**config.mk**
```make
export PLATFORM = sky130hd
export DESIGN_NAME = instruction_fetch_flat
export DESIGN_NICKNAME = d
export VERILOG_FILES = /design/src/rtl/instruction_fetch_pkg.sv /design/src/rtl/instruction_fetch_if.sv /design/src/rtl/instruction_fetch_skid_buffer.sv /design/src/rtl/instruction_fetch.sv /design/src/flat_wrapper.sv
export SDC_FILE = /design/constraint.sdc
export NUM_CORES = 1
export LEC_CHECK = 0
export CORE_AREA = 2 2 140 142
export CTS_CLUSTER_DIAMETER = 100
export CTS_CLUSTER_SIZE = 24
export DETAILED_ROUTE_END_ITERATION = 8
export DIE_AREA = 0 0 142 144
export PLACE_DENSITY_LB_ADDON = 0.25
export SLEW_MARGIN = 20
export SYNTH_ARGS = -nofsm -noshare
export SYNTH_HDL_FRONTEND = slang
export SYNTH_HIERARCHICAL = 1
export SYNTH_SLANG_ARGS = --single-unit
```
**constraint.sdc**
```tcl
create_clock -name clk -period 2.36 [get_ports clk]
set_clock_uncertainty 0.05 [all_clocks]
set_input_delay 0.472 -clock clk [delete_from_list [all_inputs] [get_ports clk]]
set_output_delay 0.472 -clock clk [all_outputs]
set_load 0.02 [all_outputs]
```
**src/rtl/instruction_fetch_pkg.sv**
```systemverilog
// Shared fetch-stage definitions: state encoding, instruction width and
// the default reset PC / bubble instruction used by the fetch block.
package instruction_fetch_pkg;

   localparam int unsigned INSN_W = 32;

   localparam logic [INSN_W-1:0] RESET_PC_DEFAULT = 32'h0000_0000;
   localparam logic [INSN_W-1:0] NOP_INSN_DEFAULT = 32'h0000_0013;

   // RUN: a fetch request is outstanding.
   // BUF: one fetched word is parked in the skid buffer and fetch is paused.
   typedef enum logic {
      ST_RUN = 1'b0,
      ST_BUF = 1'b1
   } fetch_state_e;

endpackage

```
**src/rtl/instruction_fetch_if.sv**
```systemverilog
// Instruction memory port of the fetch stage.
//
// Handshake: the fetch side raises imem_req with a word-aligned imem_addr;
// the memory side answers by raising imem_ready in a cycle where imem_req=1,
// with imem_rdata carrying the word for that imem_addr. A response is
// accepted on the rising edge where imem_req && imem_ready; imem_ready is
// ignored whenever imem_req is low.
interface instruction_fetch_if;
   logic        imem_req;
   logic [31:0] imem_addr;
   logic        imem_ready;
   logic [31:0] imem_rdata;

   modport master (
      output imem_req,
      output imem_addr,
      input  imem_ready,
      input  imem_rdata
   );

   modport slave (
      input  imem_req,
      input  imem_addr,
      output imem_ready,
      output imem_rdata
   );
endinterface

```
**src/rtl/instruction_fetch_skid_buffer.sv**
```systemverilog
// One-entry skid buffer holding a fetched word (and its PC) that arrived
// while decode was stalled. Clear wins over load.
module fetch_skid_buffer
   import instruction_fetch_pkg::*;
(
   input  logic              clk,
   input  logic              rst,
   input  logic              clear_i,
   input  logic              load_i,
   input  logic [INSN_W-1:0] pc_i,
   input  logic [INSN_W-1:0] word_i,
   output logic              valid_o,
   output logic [INSN_W-1:0] pc_o,
   output logic [INSN_W-1:0] word_o
);

   logic              valid_q;
   logic [INSN_W-1:0] pc_q;
   logic [INSN_W-1:0] word_q;

   // Park a word on load, drop it on clear or reset.
   always_ff @(posedge clk) begin
      if (rst || clear_i) begin
         valid_q <= 1'b0;
         pc_q    <= '0;
         word_q  <= NOP_INSN_DEFAULT;
      end else if (load_i) begin
         valid_q <= 1'b1;
         pc_q    <= pc_i;
         word_q  <= word_i;
      end
   end

   assign valid_o = valid_q;
   assign pc_o    = pc_q;
   assign word_o  = word_q;

endmodule

```
**src/rtl/instruction_fetch.sv**
```systemverilog
// Instruction fetch stage: PC register, RUN/BUF fetch FSM, IF/ID pipeline
// register and a one-entry skid buffer that catches a response arriving
// while decode is stalled, so no accepted word is lost or duplicated.
module instruction_fetch
   import instruction_fetch_pkg::*;
#(
   parameter logic [INSN_W-1:0] RESET_PC = RESET_PC_DEFAULT,
   parameter logic [INSN_W-1:0] NOP_INSN = NOP_INSN_DEFAULT
) (
   input  logic                 clk,
   input  logic                 rst,
   instruction_fetch_if.master  imem,
   input  logic                 stall,
   input  logic                 flush,
   input  logic [INSN_W-1:0]    redirect_pc,
   output logic                 if_valid,
   output logic [INSN_W-1:0]    if_pc,
   output logic [INSN_W-1:0]    if_instruction,
   output fetch_state_e         dbg_state_o
);

   fetch_state_e      state_q, state_d;
   logic [INSN_W-1:0] pc_q, pc_d;
   logic              if_valid_q, if_valid_d;
   logic [INSN_W-1:0] if_pc_q, if_pc_d;
   logic [INSN_W-1:0] if_insn_q, if_insn_d;

   logic              skid_load, skid_clear;
   logic              skid_valid;
   logic [INSN_W-1:0] skid_pc, skid_word;

   fetch_skid_buffer u_skid (
      .clk     (clk),
      .rst     (rst),
      .clear_i (skid_clear),
      .load_i  (skid_load),
      .pc_i    (pc_q),
      .word_i  (imem.imem_rdata),
      .valid_o (skid_valid),
      .pc_o    (skid_pc),
      .word_o  (skid_word)
   );

   // State, PC and IF/ID registers; reset overrides flush and stall.
   always_ff @(posedge clk) begin
      if (rst) begin
         state_q    <= ST_RUN;
         pc_q       <= {RESET_PC[INSN_W-1:2], 2'b00};
         if_valid_q <= 1'b0;
         if_pc_q    <= '0;
         if_insn_q  <= NOP_INSN;
      end else begin
         state_q    <= state_d;
         pc_q       <= pc_d;
         if_valid_q <= if_valid_d;
         if_pc_q    <= if_pc_d;
         if_insn_q  <= if_insn_d;
      end
   end

   // Next-state logic: flush first, then the RUN/BUF stall handling.
   always_comb begin
      state_d    = state_q;
      pc_d       = pc_q;
      if_valid_d = if_valid_q;
      if_pc_d    = if_pc_q;
      if_insn_d  = if_insn_q;
      skid_load  = 1'b0;
      skid_clear = 1'b0;

      if (flush) begin
         // Redirect drops the parked word and any same-cycle response.
         state_d    = ST_RUN;
         pc_d       = redirect_pc & ~32'h0000_0003;
         if_valid_d = 1'b0;
         if_insn_d  = NOP_INSN;
         skid_clear = 1'b1;
      end else begin
         case (state_q)
            ST_RUN: begin
               if (imem.imem_ready && !stall) begin
                  if_valid_d = 1'b1;
                  if_pc_d    = pc_q;
                  if_insn_d  = imem.imem_rdata;
                  pc_d       = pc_q + 32'd4;
               end else if (imem.imem_ready && stall) begin
                  // Decode is busy: park the word, stop requesting.
                  skid_load  = 1'b1;
                  pc_d       = pc_q + 32'd4;
                  state_d    = ST_BUF;
               end else if (!stall) begin
                  // No response and decode free: insert a bubble.
                  if_valid_d = 1'b0;
                  if_insn_d  = NOP_INSN;
               end
            end
            ST_BUF: begin
               if (!stall) begin
                  if_valid_d = skid_valid;
                  if_pc_d    = skid_pc;
                  if_insn_d  = skid_word;
                  skid_clear = 1'b1;
                  state_d    = ST_RUN;
               end
            end
            default: state_d = ST_RUN;
         endcase
      end
   end

   assign imem.imem_req   = (state_q == ST_RUN);
   assign imem.imem_addr  = pc_q;
   assign if_valid        = if_valid_q;
   assign if_pc           = if_pc_q;
   assign if_instruction  = if_insn_q;
   assign dbg_state_o     = state_q;

endmodule

```
**src/flat_wrapper.sv**
```systemverilog
// flat-port wrapper written by rule: the top's interface ports become plain ports
module instruction_fetch_flat import instruction_fetch_pkg::*;
#(
   parameter logic [INSN_W-1:0] RESET_PC = RESET_PC_DEFAULT,
   parameter logic [INSN_W-1:0] NOP_INSN = NOP_INSN_DEFAULT
)
  (clk, rst, stall, flush, redirect_pc, if_valid, if_pc, if_instruction, dbg_state_o, imem_imem_req, imem_imem_addr, imem_imem_ready, imem_imem_rdata);
  instruction_fetch_if imem_i ();
  input  logic clk;
  input  logic rst;
  input  logic stall;
  input  logic flush;
  input  logic [INSN_W-1:0] redirect_pc;
  output logic if_valid;
  output logic [INSN_W-1:0] if_pc;
  output logic [INSN_W-1:0] if_instruction;
  output fetch_state_e dbg_state_o;
  output wire logic [$bits(imem_i.imem_req)-1:0] imem_imem_req;
  output wire logic [$bits(imem_i.imem_addr)-1:0] imem_imem_addr;
  input wire logic [$bits(imem_i.imem_ready)-1:0] imem_imem_ready;
  input wire logic [$bits(imem_i.imem_rdata)-1:0] imem_imem_rdata;
  assign imem_imem_req = imem_i.imem_req;
  assign imem_imem_addr = imem_i.imem_addr;
  assign imem_i.imem_ready = imem_imem_ready;
  assign imem_i.imem_rdata = imem_imem_rdata;
  instruction_fetch #(.RESET_PC(RESET_PC), .NOP_INSN(NOP_INSN)) u_core (.clk(clk), .rst(rst), .imem(imem_i), .stall(stall), .flush(flush), .redirect_pc(redirect_pc), .if_valid(if_valid), .if_pc(if_pc), .if_instruction(if_instruction), .dbg_state_o(dbg_state_o));
endmodule
```
==> key figures <==
Status
  – Status: completed

Placement
  – Pre-CTS WS: -0.218 ns
  – GP Congestion: 0.840
  – IO Port Bufs: 163
  – Detailed placement HPWL: 12.9 mm

Synth
  – Synth Flop Type: dfxtp_1
  – Simple-gate portion of the synthesized area: 0.148
  – Post-synth EDFFs: 0
  – Synthesized flop and latch total: 161
  – Post-Syn Area: 0.00690 sq mm
  – FFs w/ async S/R, synth: 0
  – Synth Warn #: 6
  – Area contributors post-synth: dfxtp_1 (47%), mux2i_1 (14%), nor2_1 (6.8%)
  – Yosys cell types: 50
  – Post-synthesis mux area share: 0.136
  – Compound-cell area share of the yosys netlist: 0.181
  – Adder-cell area share of the yosys netlist: 0.00181
  – Avg Inst Size Synth: 9.83 sq um
  – Largest area contributor in the netlist: dfxtp_1
  – Share of the synthesized area in the top cell type: 0.467
  – Post-synthesis sequential area ratio: 0.467
  – Synthesized instance count: about 700
  – Synth Area in XOR/XNOR: 0.0127
  – Largest family of logic cells by synthesized area: compound AO/OA/AOI/OAI gates

Routing
  – Number of DRC violations after detailed-routing iteration 0: 354
  – DR pass1 iterations: 5
  – Via Count: between 5000 and 6000
  – ANT nets after route: 0
  – DRT Wirelength: 18.9 mm
  – DR DRC count: 0
  – Routed len/inst: between 15 and 20 um
  – Drt via density: 5.27

Floorplan
  – Die area: 0.0204 sq mm
  – Row count: 51
  – Die H: about 140 um
  – IO Pins: 168
  – Core area: 0.0191 sq mm
  – Starting Density: 0.362
  – Chip width: 142 um

Worst setup path
  – CP Launch Type: register
  – CP arrival: 1.67 ns
  – Max FO, Critical Path: 19
  – CP required: about 1.8 ns
  – Critical path class: register to output port
  – FF-to-FF End: u_core/imem.imem_addr[27]
  – R2R setup slack: 0.23 ns
  – Element type at the critical path end: output port
  – Critical Path Sink: dbg_state_o
  – FF-to-FF Start: u_core/imem.imem_addr[8]
  – R2r worst-path depth: 5
  – Worst Setup SP: u_core/dbg_state_o

Power and ir drop
  – Sequential share of power: 0.440
  – Peak supply drop: ~0.00052 V
  – Sw Share: 0.247
  – Combinational power share: 0.139
  – Clock share of power: 0.422
  – Psw: 1.63 mW
  – PD cells: 684 mW/mm^2
  – Internal: just under 5 mW
  – Leak: 3.58 nW

CTS
  – Skew-Pair Late Insertion Delay: 0.42 ns
  – Htree depth: 4
  – Root Buffer: clkbuf_16
  – TritonCTS Buffers: 17
  – CTS tree: yes
  – # clock sinks: 161
  – CTS Buffer Depth: 2
  – Clock transition at the registers of the reported paths: 0.06 ns
  – Hold-fix buffers, CTS: 0
  – Post-CTS Setup Bufs: 0

GRT
  – GR Layer Usage met1: 0.244
  – First-pass GRT wire length: 29.8 mm
  – GR met3 Demand/Resource: 0.0593
  – Initial antenna violation count: 1
  – Number of global-route vias before repair: 5648
  – GR peak layer: met2
  – M2 GR Usage: 0.291
  – Grt ovf: 0
  – Total track usage: 0.185
  – Pin count of the biggest net entering global routing: a little over 60

Timing
  – Fin. Hold Viols: 0
  – Min Hold Slack: 0.418 ns
  – Final Max Slew Viols: 0
  – Final setup vio count: 0
  – Final worst slack: around 0.17 ns
  – Final period utilization: 0.930
  – Setup tns final: 0 ns
  – RSZ-0062 raised after global routing: no
  – Min Tclk post-route: 2.19 ns
  – Maximum clock rate: 456 MHz

Finish
  – Area of the multi-input gates: 0.00334 sq mm
  – Commonest non-fill, non-tap cell in the layout: clkdlybuf4s50_1
  – FF/Latch Area: approximately 0.0032 sq mm
  – Most frequent cells in the layout: clkdlybuf4s50_1 (161), dfxtp_1 (160), nor2_1 (124), mux2i_1 (94), buf_4 (42)
  – Layout fillers: 1794
  – Fin util: 0.504
  – Layout cell share with drive strength beyond 1: 0.101
  – Area delta synth->final: 39.4%
  – Nets: 947

Run
  – Max-cap violations: 0

Min path
  – Hold Crit Class: register to register
timing repair:
item / CTS / global route
gates resized for setup: 1 / 1
setup endpoints to repair: 1 / 1
pin swaps: 0 / 0
critical path: stages (launching register included):
cell and delay [ns]:
dfxtp_4 0.36, buf_6 0.24, clkdlybuf4s50_1 0.65
Yosys cell counts (9+ instances only):
cell type / n
buf_6: 9
inv_1: 9
a211oi_1: 40
o211a_1: 28
a221o_1: 28
a311oi_1: 15
nand4_1: 10
clkbuf_1: 39
nor2_1: 125
dfxtp_1: 161
mux2i_1: 94
nand3_1: 9
nand2_1: 21
worst min path at each step:
stage / depth (start not counted) / to / startpoint
after floorplan: 2 / u_core/u_skid/valid_o / u_core/u_skid/valid_o
after global placement: 2 / u_core/u_skid/valid_o / u_core/u_skid/valid_o
after detailed placement: 2 / u_core/u_skid/valid_o / u_core/u_skid/valid_o
after CTS: 2 / u_core/u_skid/valid_o / u_core/u_skid/valid_o
after global routing: 2 / u_core/u_skid/valid_o / u_core/u_skid/valid_o
final: 2 / u_core/u_skid/valid_o / u_core/u_skid/valid_o
registers in the layout (all words and copies together) (netlist names):
| signal | flops |
|---|---|
| u_core/u_skid/valid_o | 1 |
| u_core/dbg_state_o | 1 |
| u_core/if_instruction | 32 |
| u_core/if_valid | 1 |
| u_core/u_skid/pc_o | 32 |
| u_core/u_skid/word_o | 32 |
| u_core/if_pc | 32 |
| u_core/imem.imem_addr | 30 |
cell type report:
type / instances / area share
Multi-Input combinational cell: 473 / 0.347
Sequential cell: 161 / 0.335
Timing Repair Buffer: 215 / 0.222
Clock buffer: 21 / 0.0468
Tap cell: 238 / 0.0309
Clock inverter: 10 / 0.0139
Inverter: 9 / 0.00351
Antenna cell: 1 / 0.000260
power groups by stage:
stage	Clock (mW)	Combinational, mW	Sequential (mW)
2_1_floorplan	0	0.357	3.06
3_3_place_gp	0	0.914	2.95
3_5_place_dp	0	0.916	2.95
4_1_cts	2.84	0.921	2.89
5_1_grt	2.98	0.985	2.91
6_report	2.78	0.913	2.89
stage by stage:
step	power, mW	cell area (sq um)	instances
floorplan	3.41	6910	705
global placement	3.87	9030	1096
detailed placement	3.87	9030	1096
CTS	6.65	9620	1127
global route	6.87	9620	1127
finish	6.58	9620	1128
kinds of logic (layout without fill, tap and decap cells):
logic type	count (synthesis)	in the layout
simple gates	217	217
flops	161	161
compound gates	147	147
mux	94	94
buf+inv	71	255
xor+xnor	10	10
fa+ha+maj	1	1
other cells	1	5
layer usage:
metal | routed length, um | vias up
li1 | - | 2951
met1 | 8740 | 2801
met2 | 8530 | 172
met3 | 1340 | 17
met4 | 290 | 0
met5 | 0 | -
Note: power is estimated with default switching activity, not from simulation.
